**config.mk**
```make
export PLATFORM = sky130hd
export DESIGN_NAME = issue_ctrl
export DESIGN_NICKNAME = d
export VERILOG_FILES = /design/src/rtl/issue_ctrl_pkg.sv /design/src/rtl/issue_ctrl_scoreboard_entry.sv /design/src/rtl/issue_ctrl.sv
export SDC_FILE = /design/constraint.sdc
export NUM_CORES = 1
export LEC_CHECK = 0
export BUFFER_PORTS_ARGS = -buffer_cell sky130_fd_sc_hd__buf_2
export CAP_MARGIN = 20
export CORE_MARGIN = 5
export CORE_UTILIZATION = 35
export CTS_CLUSTER_SIZE = 30
export DETAILED_ROUTE_END_ITERATION = 6
export GPL_ROUTABILITY_DRIVEN = 0
export PLACE_DENSITY = 0.5
export SYNTH_ARGS = -nofsm -noshare
export SYNTH_HDL_FRONTEND = slang
export SYNTH_SLANG_ARGS = --single-unit
```
**constraint.sdc**
```tcl
create_clock -name clk -period 7.4 [get_ports clk]
set_clock_uncertainty 0.1 [all_clocks]
set_input_delay 1.85 -clock clk [delete_from_list [all_inputs] [get_ports clk]]
set_output_delay 1.85 -clock clk [all_outputs]
set_load 0.01 [all_outputs]
```
**src/rtl/issue_ctrl_pkg.sv**
```systemverilog
// Shared decode/issue package: opcode classes, register address width, scoreboard counter width
// and the latency-to-countdown helper used by the issue controller.
package issue_ctrl_pkg;

  localparam int DEF_REG_ADDRESS_SIZE = 5;
  localparam int CNT_W = 3;

  typedef enum logic [2:0] {
    OP_RR = 3'd0,
    OP_IR = 3'd1,
    OP_SR = 3'd2,
    OP_LR = 3'd3,
    OP_B  = 3'd4,
    OP_J  = 3'd5
  } opcode_e;

  // Countdown value loaded at issue: the dependent may read once it reaches zero.
  function automatic logic [CNT_W-1:0] lat_m1(input logic load, input int alu_lat,
                                              input int load_lat);
    return load ? CNT_W'(load_lat - 1) : CNT_W'(alu_lat - 1);
  endfunction

endpackage

```
**src/rtl/issue_ctrl_scoreboard_entry.sv**
```systemverilog
// One scoreboard counter: cycles until a pending register write becomes readable.
// Loads on issue, otherwise decrements toward zero; frozen while the pipe is stalled.
module scoreboard_entry
  import issue_ctrl_pkg::*;
(
  input  logic             clk,
  input  logic             reset,
  input  logic             freeze_i,
  input  logic             load_i,
  input  logic [CNT_W-1:0] load_val_i,
  output logic [CNT_W-1:0] cnt_o,
  output logic             nz_o
);

  logic [CNT_W-1:0] cnt_q, cnt_d;

  // A new issue to the same register wins over the decrement in the same cycle.
  always_comb begin
    cnt_d = cnt_q;
    if (!freeze_i) begin
      if (load_i)               cnt_d = load_val_i;
      else if (cnt_q != '0)     cnt_d = cnt_q - CNT_W'(1);
    end
  end

  always_ff @(posedge clk) begin
    if (reset) cnt_q <= '0;
    else       cnt_q <= cnt_d;
  end

  assign cnt_o = cnt_q;
  assign nz_o  = (cnt_q != '0);

endmodule

```
**src/rtl/issue_ctrl.sv**
```systemverilog
// Scoreboard issue controller: RAW/WAW hold of decode, issue strobe to execute, wrong-path flush.
// Build option ISSUE_CTRL_BYPASS_EN: forwarding present, effective ALU latency 1 and load latency 2.
module issue_ctrl
  import issue_ctrl_pkg::*;
#(
  parameter int REG_ADDRESS_SIZE = DEF_REG_ADDRESS_SIZE,
  parameter int ALU_LAT          = 3,
  parameter int LOAD_LAT         = 4
) (
  input  logic                        clk,
  input  logic                        reset,
  input  logic                        D_valid,
  input  logic [REG_ADDRESS_SIZE-1:0] D_addr_r1,
  input  logic [REG_ADDRESS_SIZE-1:0] D_addr_r2,
  input  logic                        D_use_r1,
  input  logic                        D_use_r2,
  input  logic [REG_ADDRESS_SIZE-1:0] D_addr_rd,
  input  logic                        D_We,
  input  logic                        D_load,
  input  logic                        D_branch,
  input  logic                        D_stall_in,
  output logic                        D_stall,
  output logic                        E_issue,
  output logic                        F_flush,
  output logic                        busy
);

  localparam int NREG = 1 << REG_ADDRESS_SIZE;

`ifdef ISSUE_CTRL_BYPASS_EN
  localparam int ALU_EFF = 1;
  localparam int LD_EFF  = 2;
`else
  localparam int ALU_EFF = ALU_LAT;
  localparam int LD_EFF  = LOAD_LAT;
`endif

  logic [NREG-1:0][CNT_W-1:0] cnt;
  logic [NREG-1:0]            nz;
  logic [CNT_W-1:0]           lat_v;
  logic                       rd_nz, wr_en, raw, waw, hazard;

  // x0 is hardwired: no counter, never pending.
  assign cnt[0] = '0;
  assign nz[0]  = 1'b0;

  generate
    for (genvar g = 1; g < NREG; g++) begin : g_sb
      scoreboard_entry u_ent (
        .clk        (clk),
        .reset      (reset),
        .freeze_i   (D_stall_in),
        .load_i     (wr_en && (D_addr_rd == REG_ADDRESS_SIZE'(g))),
        .load_val_i (lat_v),
        .cnt_o      (cnt[g]),
        .nz_o       (nz[g])
      );
    end
  endgenerate

  assign lat_v = lat_m1(D_load, ALU_EFF, LD_EFF);
  assign rd_nz = (D_addr_rd != '0);

  assign raw = (D_use_r1 && (D_addr_r1 != '0) && (cnt[D_addr_r1] != '0)) ||
               (D_use_r2 && (D_addr_r2 != '0) && (cnt[D_addr_r2] != '0));
  // WAW only bites when an older, longer write would land after this one.
  assign waw = D_We && rd_nz && (cnt[D_addr_rd] > lat_v);

  assign hazard  = D_valid && (raw || waw);
  assign D_stall = hazard || D_stall_in;
  assign E_issue = D_valid && !hazard && !D_stall_in;
  assign F_flush = E_issue && D_branch;
  assign wr_en   = E_issue && D_We && rd_nz;
  assign busy    = |nz;

endmodule

```
==> out/results.tsv, run 1 <==
stage	metric	value	unit
yosys	top cells by area, synth	dfxtp_1 25%, ha_1 11%, mux4_2 9.1%	
floorplanning	die height	156	um
placed_design	port bufs	27	
route	DRC errors left	0	
route	vias per cell	6.14	
cells_and_area	fillcell total	2192	
clocking	CTS Buffer Depth	2	
clocking	H-tree levels	3	
floorplanning	die area	24300	um^2
min_path	Hold WC Path Type	flop to flop	
clocking	CTS clock-pin slew for the worst setup and hold paths	0.07	ns
critical_path	Worst Setup Start Kind	input port	
sta	Min Hold Slack	0.431	ns
floorplanning	Initial Utilization	35.5	%
pwr	Power Density	443	nW/um^2
placed_design	Place WS	0.609	ns
yosys	Mapped Area	7460	um^2
floorplanning	Row Count	53	
route	Vias	7393	
cells_and_area	sequential cell area	1860	um^2
yosys	post-synth cell types	64	
yosys	Yosys reg bits	93	
route	DRT Wirelength	28.2	mm
critical_path	Critical Path RT	5.45	ns
critical_path	CP max FO	19	
sta	Final Slew Violations	0	
yosys	Post-Syn Nets	1012	
sta	unrepaired setup endpoints after global routing	false	
sta	Slew @ Worst Pin	0.960	ns
global_routing	Total GRT Usage	23.2	%
global_routing	number of global-route vias before repair	6948	
sta	Final WS setup	0.616	ns
critical_path	Worst setup EP type	output port	
cells_and_area	Multi-input gate area	5020	um^2
yosys	synth warn	0	
global_routing	gr ovfl total	0	
placed_design	Area after DPL	7810	um^2
floorplanning	core area	21000	um^2
clocking	postcts setup bufs	0	
clocking	cts bufs inserted	9	
global_routing	initial antenna violation count	0	
placed_design	hpwl dp	21.4	mm
route	Pre-antenna DRT Iters	7	
route	antenna-violating nets left	0	
sta	fmax	0.147	GHz
route	wire length per cell	23.4	um
yosys	ys flop type	dfxtp_1	
cells_and_area	Largest register FFs	93	
clocking	clock latency on the worst-skew pair	0.36	ns
cells_and_area	share of layout cells above drive strength 1	11.4	%
pwr	worst vdd ir	0.000108	V
run	Max Cap Violations	0	
yosys	synthesized instance count	925	
clocking	clock sinks	93	
cells_and_area	P&R area growth vs syn	9.64	%
sta	count of final setup violators	0	
yosys	EDFF count, synth	0	
yosys	ys async rst share	0	%
yosys	Seq/Total Area, Yosys	24.9	%
clocking	# resized after CTS	0	
yosys	Synth area leader	dfxtp_1	
global_routing	pin count of the biggest net entering global routing	65	
global_routing	global-route wire length before repair	42.9	mm
critical_path	critical path class	input port to output port	
sta	setup TNS	0	ns
cells_and_area	fin nets	1010	
sta	period utilization	91.7	%
run_status	status	complete, no violations	
clocking	CTS tree	done	
pwr	Lkg Pwr	0.00287	uW
sta	Hold Vio Cnt, Final	0	
sta	relative slew slack	35.5	%
clocking	CTS Hold Buffers Added	0	
floorplanning	# IOs	28	
floorplanning	Die W	156	um
clocking	Root Driver	clkbuf_16	
route	DR iter-0 viols	714	
cells_and_area	post-route cell area	8180	um^2
sta	min cycle time layout	6.78	ns
yosys	Mapped Avg Cell Area	8.07	um^2
yosys	post-synth top area share	24.9	%
critical_path	crit path DAT	4.83	ns
## logic make-up (layout without fill, tap and decap cells)
family | Yosys count | count (layout) | synth area share (%)
xor gates and xnor gates | 11 | 11 | 1.29
and+or+nand+nor | 322 | 322 | 22.0
adders and majority gates | 63 | 63 | 10.6
DFF | 93 | 93 | 24.9
muxes | 44 | 44 | 11.0
buffers and inverters | 151 | 153 | 7.88
other | 0 | 2 | 0
AOI/OAI and AO/OA | 241 | 241 | 22.3
## report_power, final
part | switching [uW] | internal (uW) | leakage, uW
registers | 345 | 725 | 0.000765
clock network | 217 | 373 | 0.000176
logic | 1090 | 877 | 0.00193
total | 1650 | 1970 | 0.00287
## cells in the final DEF (no fill, tap or decap), types with 8 or more instances in the layout
cell       instances
or3_1             10
nand4_1           18
mux2i_1           10
clkbuf_16          9
nand3_1           19
o21ai_0           36
a311oi_1          12
o21a_1            10
ha_1              63
a211oi_1          31
nand2b_1           8
nor3_1            52
xnor2_1           11
buf_4             11
nor2_1            75
nor4_1            27
a21o_1             8
mux4_2            30
inv_1            100
dfxtp_1           93
a21oi_1           47
buf_2             26
nand2_1           72
a31oi_1           35
## layer usage
metal | wire length (um) | GRT usage, % | share of wire [%] | vias up
met5 | 0 | 0 | 0 | -
met4 | 692 | 8.17 | 2.5 | 0
met2 | 12000 | 33.6 | 43 | 339
met1 | 13100 | 34.0 | 47 | 3556
li1 | - | - | - | 3459
met3 | 2280 | 4.63 | 8.1 | 39
## cell type report
class | count | area share (%)
Multi-Input combinational cell | 681 | 61.3
Sequential cell | 93 | 22.8
Inverter | 101 | 4.63
Tap cell | 275 | 4.20
Clock buffer | 11 | 2.97
Timing Repair Buffer | 37 | 2.60
Clock inverter | 4 | 1.47
Antenna cell | 2 | 0.0612
## path summary, 6_finish.rpt
kind,slack [ns],startpoint,cells after the start,to
worst max-delay path,0.62,D_addr_rd[0],14,F_flush
worst min-delay path,0.43,g_sb[18].u_ent.cnt_o[2]$_SDFFE_PP0P_,2,g_sb[18].u_ent.cnt_o[2]$_SDFFE_PP0P_
worst max register to register,3.60,g_sb[14].u_ent.cnt_o[0]$_SDFFE_PP0P_,12,g_sb[26].u_ent.cnt_o[1]$_SDFFE_PP0P_
worst min register to register,0.43,g_sb[18].u_ent.cnt_o[2]$_SDFFE_PP0P_,2,g_sb[18].u_ent.cnt_o[2]$_SDFFE_PP0P_
## metrics by stage
step	power, uW	util (%)	instances
after floorplan	2400	-	925
after global placement	3000	37.1	1186
after detailed placement	3000	37.1	1186
after CTS	3610	38.9	1201
after global routing	3930	38.9	1202
final	3630	38.9	1204
## critical path: stages
cell and delay (ns):
buf_2 0.37, buf_4 0.35, nand2b_1 0.26, o21ai_0 0.12, mux4_2 0.47, mux2i_1 0.15, ha_1 0.24, nor2_1 0.09
o221a_2 0.21, nor2_4 0.07, o211ai_4 0.22, nor2_1 0.12, and2_1 0.18, buf_2 0.13
## cells in the mapped netlist, drive strengths merged (11+ instances only)
| master | count |
|---|---|
| inv | 100 |
| ha | 63 |
| a211oi | 31 |
| o21ai | 37 |
| nand3 | 19 |
| a21oi | 47 |
| clkbuf | 36 |
| mux4 | 30 |
| dfxtp | 93 |
| a311oi | 12 |
| nor3 | 57 |
| nand4 | 18 |
| buf | 14 |
| xnor2 | 11 |
| nand2 | 72 |
| a31oi | 35 |
| nor2 | 76 |
| nor4 | 27 |
Note: power is estimated with default switching activity, not from simulation.
==> run 2, diff against run 1 <==
--- a/config.mk
+++ b/config.mk
@@ -13,6 +13,7 @@
 export DETAILED_ROUTE_END_ITERATION = 6
 export GPL_ROUTABILITY_DRIVEN = 0
 export PLACE_DENSITY = 0.5
+export RECOVER_POWER = 25
 export SYNTH_ARGS = -nofsm -noshare
 export SYNTH_HDL_FRONTEND = slang
 export SYNTH_SLANG_ARGS = --single-unit
==> out/results.tsv, run 2 (synthesized netlist as in run 1, its figures left out) <==
stage	metric	value	unit	change
sta	fmax	0.147	GHz	about the same
placed_design	hpwl dp	21.4	mm	unchanged
global_routing	met3 Track Usage GR	4.63	%	unchanged
clocking	Root Driver	clkbuf_16		
critical_path	Worst Setup Start Kind	input port		
critical_path	reg2reg end	g_sb[29].u_ent.cnt_o[1]$_SDFFE_PP0P_		
cells_and_area	P&R area growth vs syn	9.20	%	
route	DR iter-0 viols	804		+13%
min_path	Hold WC Path Type	flop to flop		
pwr	internal power	1970	uW	-0.24%
cells_and_area	fin nets	1010		unchanged
floorplanning	die area	24300	um^2	unchanged
route	wire length per cell	23.4	um	+0.24%
route	vias per cell	6.16		+0.39%
pwr	Comb pwr share	54.1	%	about the same
route	DRT Wirelength	28.2	mm	+0.15%
cells_and_area	share of layout cells above drive strength 1	10.8	%	-0.65 points
cells_and_area	Cell Count, Final, Fillers Out	1203		-0.083%
min_path	Worst Hold Depth	2		unchanged
critical_path	Critical Path RT	5.45	ns	about the same
critical_path	Max stage delay on crit path	0.47	ns	about the same
clocking	postcts setup bufs	0		unchanged
sta	Final Slew Violations	0		unchanged
floorplanning	Row Count	53		unchanged
pwr	switching part of the total	45.6	%	+0.063 points
cells_and_area	Largest register FFs	93		unchanged
clocking	H-tree levels	3		unchanged
route	DRC errors left	0		unchanged
cells_and_area	most frequent cells in the layout	100 x inv_1, 93 x dfxtp_1, 75 x nor2_1		
critical_path	r2r setup slk	3.04	ns	-0.56 ns
sta	period utilization	91.7	%	about the same
min_path	Hold EP	g_sb[18].u_ent.cnt_o[2]$_SDFFE_PP0P_		
pwr	Power Density	444	nW/um^2	+0.27%
floorplanning	core area	21000	um^2	unchanged
pwr	Pwr Total	3620	uW	-0.13%
global_routing	number of global-route vias before repair	6948		unchanged
sta	min cycle time layout	6.79	ns	+0.00545 ns
pwr	Lkg Pwr	0.00285	uW	-0.56%
clocking	CTS Hold Buffers Added	0		unchanged
floorplanning	Initial Utilization	35.5	%	unchanged
sta	setup TNS	0	ns	unchanged
clocking	cts bufs inserted	9		unchanged
sta	unrepaired setup endpoints after global routing	false		
critical_path	Max stage delay cell, worst path	mux4_2		
global_routing	GRT met2 Usage	33.6	%	unchanged
pwr	Psw	1650	uW	about the same
floorplanning	Die W	156	um	unchanged
clocking	clock sinks	93		unchanged
placed_design	port bufs	27		unchanged
pwr	share of power burned in registers	29.6	%	about the same
global_routing	M1 GR Usage	34.0	%	unchanged
run_status	status	complete, no violations		
run	Max Cap Violations	0		unchanged
clocking	CTS clock-pin slew for the worst setup and hold paths	0.07	ns	about the same
global_routing	gr ovfl total	0		unchanged
clocking	CTS Buffer Depth	2		unchanged
route	antenna-violating nets left	0		unchanged
floorplanning	# IOs	28		unchanged
sta	count of final setup violators	0		unchanged
sta	Hold Vio Cnt, Final	0		unchanged
sta	Slew @ Worst Pin	1.08	ns	+0.119 ns
pwr	worst vdd ir	0.000108	V	-0.20%
critical_path	critical path class	input port to output port		
critical_path	crit path cell chain	buf_2, buf_4, nand2b_1, o21ai_0, mux4_2, mux2i_1, ha_1, nor2_1, o221a_2, nor2_4, o211ai_4, nor2_1, and2_1, buf_2		
sta	relative slew slack	27.5	%	-8.0 points
route	Pre-antenna DRT Iters	5		-2
min_path	hold path start	g_sb[18].u_ent.cnt_o[2]$_SDFFE_PP0P_		
clocking	clock latency on the worst-skew pair	0.37	ns	about the same
global_routing	Total GRT Usage	23.2	%	unchanged
critical_path	crit path DAT	4.84	ns	about the same
clocking	# resized after CTS	0		unchanged
route	Vias	7416		+0.31%
global_routing	layer carrying the most global-route usage	met1		
critical_path	R2R cell count	12		unchanged
floorplanning	die height	156	um	unchanged
critical_path	Worst setup EP type	output port		
global_routing	pin count of the biggest net entering global routing	65		unchanged
pwr	Clk pwr share	16.3	%	about the same
critical_path	CP max FO	19		unchanged
cells_and_area	leading cell type in the layout, fill and taps excluded	inv_1		
clocking	CTS tree	done		
global_routing	global-route wire length before repair	42.9	mm	unchanged
placed_design	dpl cells	1186		unchanged
critical_path	reg2reg start	g_sb[14].u_ent.cnt_o[0]$_SDFFE_PP0P_		
global_routing	initial antenna violation count	0		unchanged
cells_and_area	fillcell total	2199		+0.32%
## run 2: cell count changes in the layout (fill, tap and decap cells not counted)
cell / previous run / this run
buf_4: 11 / 9
nor3_2: 4 / 2
buf_2: 26 / 25
diode_2: 2 / 1
clkbuf_1: 1 / 4
nor3_4: 1 / 0
nor3_1: 52 / 55
## run 2: worst max path at each step
stage | startpoint | to | slack [ns] | cells after the start
detailed placement | D_addr_rd[0] | F_flush | 0.61 | 14
finish | D_addr_rd[0] | F_flush | 0.61 | 14
global route | D_addr_rd[0] | F_flush | 0.37 | 14
global placement | D_addr_rd[1] | F_flush | 0.70 | 13
CTS | D_addr_rd[0] | F_flush | 0.61 | 14
floorplan | D_addr_rd[0] | F_flush | 0.06 | 15
## run 2: area by class of cell
type | count | area [um^2] | share of cell area, %
timing repair buffer | 37 | 204 | 2.50
sequential | 93 | 1860 | 22.8
multi-input combinational | 681 | 5000 | 61.3
inverter | 101 | 379 | 4.65
clock buffer | 11 | 243 | 2.98
clock inverter | 4 | 120 | 1.47
tap | 275 | 344 | 4.22
antenna | 1 | 2.50 | 0.0307
## run 2: metrics by stage
stage	util, %	hold slack, ns	setup slack [ns]	area (um^2)
finish	38.8	0.426	0.611	8150
floorplan	-	0.371	0.0606	7460
global route	38.8	0.457	0.366	8150
global placement	37.1	0.398	0.702	7810
CTS	38.9	0.424	0.613	8170
detailed placement	37.1	0.415	0.609	7810
## run 2: power by group through the flow
stage	clock [uW]	combinational (uW)	sequential (uW)
after floorplan	0	1500	902
after global placement	0	1930	1070
after detailed placement	0	1940	1060
after CTS	602	1950	1050
after global routing	620	2210	1090
final	590	1960	1070
## run 2: metal layers
layer	up-vias	part of all wire [%]	wire, um
met3	41	7.1	2010
met5	-	0	0
met4	0	2.7	763
li1	3470	-	-
met1	3594	48	13500
met2	311	42	11900
## run 2: worst max-delay path: cells and delay by family
kind                     cells  cell delay [ns]
AO/OA/AOI/OAI                3             0.56
buffers and inverters        3             0.83
multiplexers                 2             0.62
adder cells (fa/ha/maj)      1             0.24
AND/OR/NAND/NOR              5             0.73
